<file path="config.mk">
export PLATFORM = sky130hd
export DESIGN_NAME = xosera_bus_sequencer_flat
export DESIGN_NICKNAME = d
export VERILOG_FILES = /design/src/rtl/xosera_bus_sequencer_if.sv /design/src/rtl/xosera_bus_sequencer.sv /design/src/flat_wrapper.sv
export SDC_FILE = /design/constraint.sdc
export NUM_CORES = 1
export LEC_CHECK = 0
export ABC_CLOCK_PERIOD_IN_PS = 6700
export CORE_MARGIN = 3
export CORE_UTILIZATION = 34
export CTS_BUF_LIST = sky130_fd_sc_hd__clkbuf_16
export CTS_CLUSTER_DIAMETER = 200
export DETAILED_ROUTE_END_ITERATION = 10
export PLACE_DENSITY_LB_ADDON = 0.2
export SKIP_CTS_REPAIR_TIMING = 1
export SLEW_MARGIN = 40
export SYNTH_ARGS = -nofsm -noshare
export SYNTH_HDL_FRONTEND = slang
export SYNTH_SLANG_ARGS = --single-unit
</file>
<file path="constraint.sdc">
create_clock -name clk -period 6.7 [get_ports clk]
set_clock_uncertainty 0.1 [all_clocks]
set_input_delay 1.34 -clock clk [delete_from_list [all_inputs] [get_ports clk]]
set_output_delay 1.34 -clock clk [all_outputs]
set_load 0.05 [all_outputs]
</file>
<file path="src/rtl/xosera_bus_sequencer_if.sv">
// Request/response port and Xosera byte-bus signals of the bus sequencer.
// The master side is the CPU decode plus the Xosera read-data return.
// The slave side is the sequencer itself.
interface xosera_bus_sequencer_if;
  logic        req_valid;
  logic        req_ready;
  logic        req_rd;
  logic [3:0]  req_reg;
  logic [15:0] req_data;
  logic        rsp_valid;
  logic [15:0] rsp_data;
  logic        busy;
  logic        bus_cs_n;
  logic        bus_rd_nwr;
  logic [3:0]  bus_reg_num;
  logic        bus_bytesel;
  logic [7:0]  bus_data_o;
  logic [7:0]  bus_data_i;

  modport master (
    output req_valid, req_rd, req_reg, req_data, bus_data_i,
    input  req_ready, rsp_valid, rsp_data, busy,
           bus_cs_n, bus_rd_nwr, bus_reg_num, bus_bytesel, bus_data_o
  );

  modport slave (
    input  req_valid, req_rd, req_reg, req_data, bus_data_i,
    output req_ready, rsp_valid, rsp_data, busy,
           bus_cs_n, bus_rd_nwr, bus_reg_num, bus_bytesel, bus_data_o
  );
endinterface

</file>
<file path="src/rtl/xosera_bus_sequencer.sv">
// Xosera bus sequencer: queues 16-bit register requests and plays each one
// out as two byte phases (high, then low) on the 8-bit strobed Xosera bus.
// Each phase is one setup cycle, CS_CYCLES of chip select, and GAP_CYCLES of
// recovery. Reads return {high byte, low byte} as a one-cycle rsp_valid pulse.
module xosera_bus_sequencer #(
  parameter int FIFO_DEPTH = 4,   // power of 2, >= 2
  parameter int CS_CYCLES  = 2,   // >= 1
  parameter int GAP_CYCLES = 1    // >= 1
) (
  input  logic                  clk,
  input  logic                  reset_n,
  xosera_bus_sequencer_if.slave io
);

  localparam int PTR_W   = (FIFO_DEPTH > 1) ? $clog2(FIFO_DEPTH) : 1;
  localparam int CNT_W   = PTR_W + 1;
  localparam int TMR_MAX = (CS_CYCLES > GAP_CYCLES) ? CS_CYCLES : GAP_CYCLES;
  localparam int TMR_W   = (TMR_MAX > 1) ? $clog2(TMR_MAX) : 1;

  localparam logic [TMR_W-1:0] CS_RELOAD  = TMR_W'(CS_CYCLES - 1);
  localparam logic [TMR_W-1:0] GAP_RELOAD = TMR_W'(GAP_CYCLES - 1);

  typedef struct packed {
    logic        rd;
    logic [3:0]  regn;
    logic [15:0] data;
  } req_t;

  typedef enum logic [2:0] {
    IDLE,
    SETUP_HI,
    STROBE_HI,
    GAP_HI,
    SETUP_LO,
    STROBE_LO,
    GAP_LO
  } state_t;

  // ---------------------------------------------------------------------------
  // Request FIFO
  // ---------------------------------------------------------------------------
  req_t             fifo_mem [FIFO_DEPTH];
  logic [PTR_W-1:0] wr_ptr_q;
  logic [PTR_W-1:0] rd_ptr_q;
  logic [CNT_W-1:0] count_q;
  logic             req_ready;
  logic             fifo_empty;
  logic             push;
  logic             pop;
  req_t             head;
  req_t             push_entry;

  // FSM state and registered bus/response outputs
  state_t           state_q;
  logic [TMR_W-1:0] tmr_q;
  logic             wrk_rd_q;
  logic [7:0]       wrk_lo_q;
  logic [7:0]       hi_q;
  logic [7:0]       lo_q;
  logic             cs_n_q;
  logic             rd_nwr_q;
  logic [3:0]       reg_num_q;
  logic             bytesel_q;
  logic [7:0]       data_o_q;
  logic             rsp_valid_q;
  logic [15:0]      rsp_data_q;

  // Ready depends only on occupancy, so a full FIFO refuses a push even in a
  // cycle where the FSM pops.
  assign req_ready  = (count_q != CNT_W'(FIFO_DEPTH));
  assign fifo_empty = (count_q == '0);
  assign push       = io.req_valid && req_ready;
  assign push_entry = '{rd: io.req_rd, regn: io.req_reg, data: io.req_data};
  assign head       = fifo_mem[rd_ptr_q];

  // The FSM takes the head when idle, or at the end of the last low-byte gap
  // so consecutive transactions run with no idle cycle between them.
  assign pop = !fifo_empty &&
               ((state_q == IDLE) || ((state_q == GAP_LO) && (tmr_q == '0)));

  // Request storage write.
  // NOTE: the storage array has no reset; only pointers and count are reset,
  // and an entry is never read before it has been written.
  always_ff @(posedge clk) begin
    if (push) begin
      fifo_mem[wr_ptr_q] <= push_entry;
    end
  end

  // FIFO pointers and occupancy; pointers wrap naturally at the power-of-2 depth.
  always_ff @(posedge clk or negedge reset_n) begin
    if (!reset_n) begin
      wr_ptr_q <= '0;
      rd_ptr_q <= '0;
      count_q  <= '0;
    end else begin
      if (push) wr_ptr_q <= wr_ptr_q + PTR_W'(1);
      if (pop)  rd_ptr_q <= rd_ptr_q + PTR_W'(1);
      count_q <= count_q + CNT_W'(push) - CNT_W'(pop);
    end
  end

  // ---------------------------------------------------------------------------
  // Byte-phase sequencer with registered bus outputs
  // ---------------------------------------------------------------------------
  // Phase sequencing, strobe timing, read capture and response pulse.
  // NOTE: all state here uses non-blocking assignments, so the launch block at
  // the bottom can override the GAP_LO -> IDLE transition: the last
  // non-blocking write to a register in a cycle wins.
  always_ff @(posedge clk or negedge reset_n) begin
    if (!reset_n) begin
      state_q     <= IDLE;
      tmr_q       <= '0;
      wrk_rd_q    <= 1'b0;
      wrk_lo_q    <= 8'h00;
      hi_q        <= 8'h00;
      lo_q        <= 8'h00;
      cs_n_q      <= 1'b1;
      rd_nwr_q    <= 1'b1;
      reg_num_q   <= 4'h0;
      bytesel_q   <= 1'b0;
      data_o_q    <= 8'h00;
      rsp_valid_q <= 1'b0;
      rsp_data_q  <= 16'h0000;
    end else begin
      rsp_valid_q <= 1'b0;

      unique case (state_q)
        IDLE: begin
          // waiting for work; launch handled below
        end

        SETUP_HI: begin
          cs_n_q  <= 1'b0;
          tmr_q   <= CS_RELOAD;
          state_q <= STROBE_HI;
        end

        STROBE_HI: begin
          if (tmr_q == '0) begin
            if (wrk_rd_q) hi_q <= io.bus_data_i;
            cs_n_q  <= 1'b1;
            tmr_q   <= GAP_RELOAD;
            state_q <= GAP_HI;
          end else begin
            tmr_q <= tmr_q - TMR_W'(1);
          end
        end

        GAP_HI: begin
          if (tmr_q == '0) begin
            bytesel_q <= 1'b1;
            data_o_q  <= wrk_rd_q ? 8'h00 : wrk_lo_q;
            state_q   <= SETUP_LO;
          end else begin
            tmr_q <= tmr_q - TMR_W'(1);
          end
        end

        SETUP_LO: begin
          cs_n_q  <= 1'b0;
          tmr_q   <= CS_RELOAD;
          state_q <= STROBE_LO;
        end

        STROBE_LO: begin
          if (tmr_q == '0) begin
            if (wrk_rd_q) lo_q <= io.bus_data_i;
            cs_n_q  <= 1'b1;
            tmr_q   <= GAP_RELOAD;
            state_q <= GAP_LO;
          end else begin
            tmr_q <= tmr_q - TMR_W'(1);
          end
        end

        GAP_LO: begin
          if (tmr_q == '0) begin
            if (wrk_rd_q) begin
              rsp_valid_q <= 1'b1;
              rsp_data_q  <= {hi_q, lo_q};
            end
            state_q <= IDLE;
          end else begin
            tmr_q <= tmr_q - TMR_W'(1);
          end
        end

        default: begin
          state_q <= IDLE;
          cs_n_q  <= 1'b1;
        end
      endcase

      // Launch the next request: latch it and present the high-byte setup.
      if (pop) begin
        state_q   <= SETUP_HI;
        wrk_rd_q  <= head.rd;
        wrk_lo_q  <= head.data[7:0];
        reg_num_q <= head.regn;
        rd_nwr_q  <= head.rd;
        bytesel_q <= 1'b0;
        data_o_q  <= head.rd ? 8'h00 : head.data[15:8];
      end
    end
  end

  // ---------------------------------------------------------------------------
  // Outputs
  // ---------------------------------------------------------------------------
  assign io.req_ready   = req_ready;
  assign io.busy        = !fifo_empty || (state_q != IDLE);
  assign io.rsp_valid   = rsp_valid_q;
  assign io.rsp_data    = rsp_data_q;
  assign io.bus_cs_n    = cs_n_q;
  assign io.bus_rd_nwr  = rd_nwr_q;
  assign io.bus_reg_num = reg_num_q;
  assign io.bus_bytesel = bytesel_q;
  assign io.bus_data_o  = data_o_q;

endmodule
</file>
<file path="src/flat_wrapper.sv">
// flat-port wrapper written by rule: the top's interface ports become plain ports
module xosera_bus_sequencer_flat 
#(
  parameter int FIFO_DEPTH = 4,                      
  parameter int CS_CYCLES  = 2,          
  parameter int GAP_CYCLES = 1           
)
  (clk, reset_n, io_req_valid, io_req_rd, io_req_reg, io_req_data, io_bus_data_i, io_req_ready, io_rsp_valid, io_rsp_data, io_busy, io_bus_cs_n, io_bus_rd_nwr, io_bus_reg_num, io_bus_bytesel, io_bus_data_o);
  xosera_bus_sequencer_if io_i ();
  input  logic clk;
  input  logic reset_n;
  input wire logic [$bits(io_i.req_valid)-1:0] io_req_valid;
  input wire logic [$bits(io_i.req_rd)-1:0] io_req_rd;
  input wire logic [$bits(io_i.req_reg)-1:0] io_req_reg;
  input wire logic [$bits(io_i.req_data)-1:0] io_req_data;
  input wire logic [$bits(io_i.bus_data_i)-1:0] io_bus_data_i;
  output wire logic [$bits(io_i.req_ready)-1:0] io_req_ready;
  output wire logic [$bits(io_i.rsp_valid)-1:0] io_rsp_valid;
  output wire logic [$bits(io_i.rsp_data)-1:0] io_rsp_data;
  output wire logic [$bits(io_i.busy)-1:0] io_busy;
  output wire logic [$bits(io_i.bus_cs_n)-1:0] io_bus_cs_n;
  output wire logic [$bits(io_i.bus_rd_nwr)-1:0] io_bus_rd_nwr;
  output wire logic [$bits(io_i.bus_reg_num)-1:0] io_bus_reg_num;
  output wire logic [$bits(io_i.bus_bytesel)-1:0] io_bus_bytesel;
  output wire logic [$bits(io_i.bus_data_o)-1:0] io_bus_data_o;
  assign io_i.req_valid = io_req_valid;
  assign io_i.req_rd = io_req_rd;
  assign io_i.req_reg = io_req_reg;
  assign io_i.req_data = io_req_data;
  assign io_i.bus_data_i = io_bus_data_i;
  assign io_req_ready = io_i.req_ready;
  assign io_rsp_valid = io_i.rsp_valid;
  assign io_rsp_data = io_i.rsp_data;
  assign io_busy = io_i.busy;
  assign io_bus_cs_n = io_i.bus_cs_n;
  assign io_bus_rd_nwr = io_i.bus_rd_nwr;
  assign io_bus_reg_num = io_i.bus_reg_num;
  assign io_bus_bytesel = io_i.bus_bytesel;
  assign io_bus_data_o = io_i.bus_data_o;
  xosera_bus_sequencer #(.FIFO_DEPTH(FIFO_DEPTH), .CS_CYCLES(CS_CYCLES), .GAP_CYCLES(GAP_CYCLES)) u_core (.clk(clk), .reset_n(reset_n), .io(io_i));
endmodule
</file>
==> results <==
- The floorplan step set the die height to ~140 um.
- Relative to the synthesized area, the layout overhead comes to 24.5%.
- The insertion delay to the later sink of the worst-skew pair is 0.41 ns.
- The post-synthesis instance total is 352.
- The H-tree generated during clock tree synthesis spans 4 levels.
- Using the TritonRoute via totals, the vias-per-cell ratio works out to 4.89.
- In the routed design, unresolved DRC markers number 0.
- For this run, the leading register cell type out of synthesis is edfxtp_1.
- The fraction of layout instances using a drive strength above 1 is 0.257.
- Setup violations remaining at the end of the flow were counted as 0.
- The global-route wire length before repair is 19200 um.
- The average footprint of a synthesized cell is 17.2 um^2.
- Summing all multi-input logic gate instances after layout gives 1730 um^2.
- Max-cap violations in this run came to 0.
- Traced cell by cell, the critical path runs through nor2_1, nand3_1, clkdlybuf4s50_1.
- The dominant cell type by area after synthesis is edfxtp_1.
- The critical path in this run is classified as register to output port.
- The synthesized netlist net count is 392.
- For the final routed database, the setup TNS stands at 0 ns.
- The analysis attributes to cell leakage a power of ~2.8 nW.
- The synthesis warning total is 0.
- The element type at the critical path end is an output port.
- The final layout contains 466 nets.
- The nature of the critical path startpoint is a register.
- The run finished with clean final reports.
- The number of design-rule violations left by the first detailed-router iteration is between 150 and 200.
- The total half-perimeter wirelength after legalization and detailed placement is roughly 7000 um.
- At the end of the flow the core is filled with cells to 0.435.
- Setup repair after global routing left no endpoint under its margin.
- The maximum number of buffers from clock root to sink is 2.
- The number of search-and-repair iterations in the first detailed-routing pass is 4.
- The detailed-route via count is 3249.
- The final critical delay including setup and external delays is 3.79 ns.
- The hold violation count in the final report is 0.
- The register area share after synthesis is 0.697.
- The required time at the endpoint of the critical path is 5.26 ns.
- The number of max-slew violations in the final report is 0.
- For the pin with the worst max-slew slack, the measured transition is 0.751 ns.
- The average detailed-routed wire length per instance is 17.6 um.
- The top cell types in the final layout, fill and taps aside, are 84 x edfxtp_1, 66 x dfrtp_1, 64 x clkdlybuf4s50_1, 46 x mux2_2, 21 x mux4_2.
- The register cell area after layout is roughly 4200 um^2.
- The fraction of the cycle the final worst path needs is 0.566.
- Entering global routing, the biggest net connects 69 pins.
- The antenna diode count is 0.
- The remaining antenna violation count after routing is 0.
- The post-synthesis sequential element count is around 150.
- The cell with the largest stage delay on the worst path is dfrtp_1.
- The netlist area before placement is 6060 um^2.
- Ranked by total cell area, the synthesized netlist is headed by edfxtp_1 42%, dfrtp_1 27%, mux2_2 8.5%, mux4_2 7.8%, ha_1 1.4%.
- The count of clock tree sinks is 152.
- The die is approximately 140 um wide.
- The worst path arrival time is 2.35 ns.
- The peak supply drop is around 0.00025 V.
- Yosys mapped a number of flops with a built-in enable equal to 84.
- The number of top-level pins is between 60 and 70.
- TritonCTS built the clock tree.
- Global routing finished with a remaining overflow of 0.
- The proportion of netlist area held by the largest area contributor is 0.416.
- The number of antenna violations at the first check in global routing came to 0.
- The initial standard-cell utilization of the core is 0.349.
- The maximum achievable frequency is 0.264 GHz.
- Wires add up to roughly 12000 um.
- For this run, the slowest stage of the critical path takes 0.83 ns.
- The cell sitting at the root of the clock tree is a clkbuf_16.
- Setup slack on the critical path of the routed design comes to 2.91 ns.
- In this run the core area contains 48 standard-cell rows.
- The weighted congestion at the end of routability-driven global placement is 0.712.
- The count of distinct cell types in the synthesized netlist is 42.
- Along the worst path, the maximum fanout reaches 21.
- Power spread over the standard cell area amounts to ~500 nW/um^2.
- The CTS buffer count is 17.
- After filler insertion, the fill cell instance count of the layout stands at 1533.
- The worst slack at placement is 3.17 ns.
- After clock tree synthesis, the clock-pin slew on the worst setup and hold paths is 0.06 ns.
- The max-slew headroom at the worst pin is 0.499.
- Port buffering added 65 buffers.
- In the global route stage, overall resource usage came out at 0.126.
- The region available for standard cell placement spans ~17000 um^2.
- The leading cell type in the layout, fill and taps excluded is edfxtp_1.
- The via count of the first global-routing pass is 3569.
- The die covers 19500 um^2.
- After synthesis, the share of flip-flops with an asynchronous set or reset is 0.447.
- The path category of the worst min-delay check is register to register.
metal layers:
metal	wire length [um]	part of all wire	up-vias	GRT usage
li1	-	-	1487	-
met1	5130	0.44	1688	0.162
met2	5940	0.51	70	0.212
met3	559	0.048	4	0.0354
met4	44	0.0038	0	0.0350
met5	0	0	-	0
per-stage QoR:
stage               power [mW]  std cells  hold WS (ns)  cell area, um^2
finish                    3.85        664         0.393             7550
global route              4.07        664         0.413             7550
CTS                       3.90        664         0.400             7540
detailed placement        2.99        632         0.388             6980
global placement          2.95        632         0.381             6980
floorplan                 2.53        352         0.374             6060
final timing paths:
path	startpoint	to	slack (ns)	cells after the start
worst min register to register	u_core.lo_q[6]	u_core.io.rsp_data[6]	0.39	1
worst max-delay path	u_core.state_q[0]	io_busy	2.91	3
min in group asynchronous	reset_n	u_core.lo_q[7]	0.92	2
worst max register to register	u_core.state_q[1]	u_core.count_q[2]	3.64	10
worst min-delay path	u_core.lo_q[6]	u_core.io.rsp_data[6]	0.39	1
max in group asynchronous	reset_n	u_core.io.bus_reg_num[1]	5.12	2
power breakdown:
part | total [mW] | internal [mW] | switching, mW
sequential | 1.50 | 1.31 | 0.187
clock | 0.905 | 0.542 | 0.363
combinational | 1.44 | 0.633 | 0.812
flip-flops by register name (all words and copies together), names as in the netlist:
| signal | cells |
|---|---|
| u_core.fifo_mem | 84 |
| u_core.io.rsp_data | 16 |
| u_core.hi_q | 8 |
| u_core.io.bus_data_o | 8 |
| u_core.lo_q | 8 |
| u_core.wrk_lo_q | 8 |
| u_core.io.bus_reg_num | 4 |
| u_core.count_q | 3 |
| u_core.state_q | 3 |
| u_core.rd_ptr_q | 2 |
| u_core.wr_ptr_q | 2 |
| u_core.io.bus_bytesel | 1 |
| u_core.io.bus_cs_n | 1 |
| u_core.io.bus_rd_nwr | 1 |
| u_core.io.rsp_valid | 1 |
| u_core.tmr_q | 1 |
| u_core.wrk_rd_q | 1 |
Yosys cell counts (2+ instances only):
master     count
nand2_1        8
dfstp_2        2
nor3_1        10
o21ai_0        7
dfrtp_1       66
a22oi_1        2
nor2b_1        2
a2bb2oi_1      8
inv_1          8
and3_1         5
nand3_1        5
buf_2          5
or2_2          2
a21oi_1       10
xnor2_1        4
xor2_1         2
mux4_2        21
ha_1           7
nor2_1        10
mux2_2        46
clkbuf_1      11
edfxtp_1      84
nand2b_1       8
worst max-delay path: cells and delay by family (launching register included):
kind | cells | cell delay [ns]
buffers and inverters | 1 | 0.81
flip-flops | 1 | 0.83
AND/OR/NAND/NOR | 2 | 0.30
layout make-up:
type / count / area share
clock buffers: 17 / 0.0564
clock inverters: 15 / 0.0181
inverters: 8 / 0.00398
multi-input cells: 173 / 0.229
flip-flops and latches: 152 / 0.560
well taps: 225 / 0.0373
repair buffers: 74 / 0.0950
cells by family after synthesis:
group / Yosys count / synth area share
buffers and inverters: 27 / 0.0196
adders and majority gates: 8 / 0.0177
DFF: 152 / 0.697
muxes: 68 / 0.165
and+or+nand+nor: 55 / 0.0479
xor gates and xnor gates: 6 / 0.00867
AOI/OAI and AO/OA: 36 / 0.0438
Power figures use the tool's default switching activity.
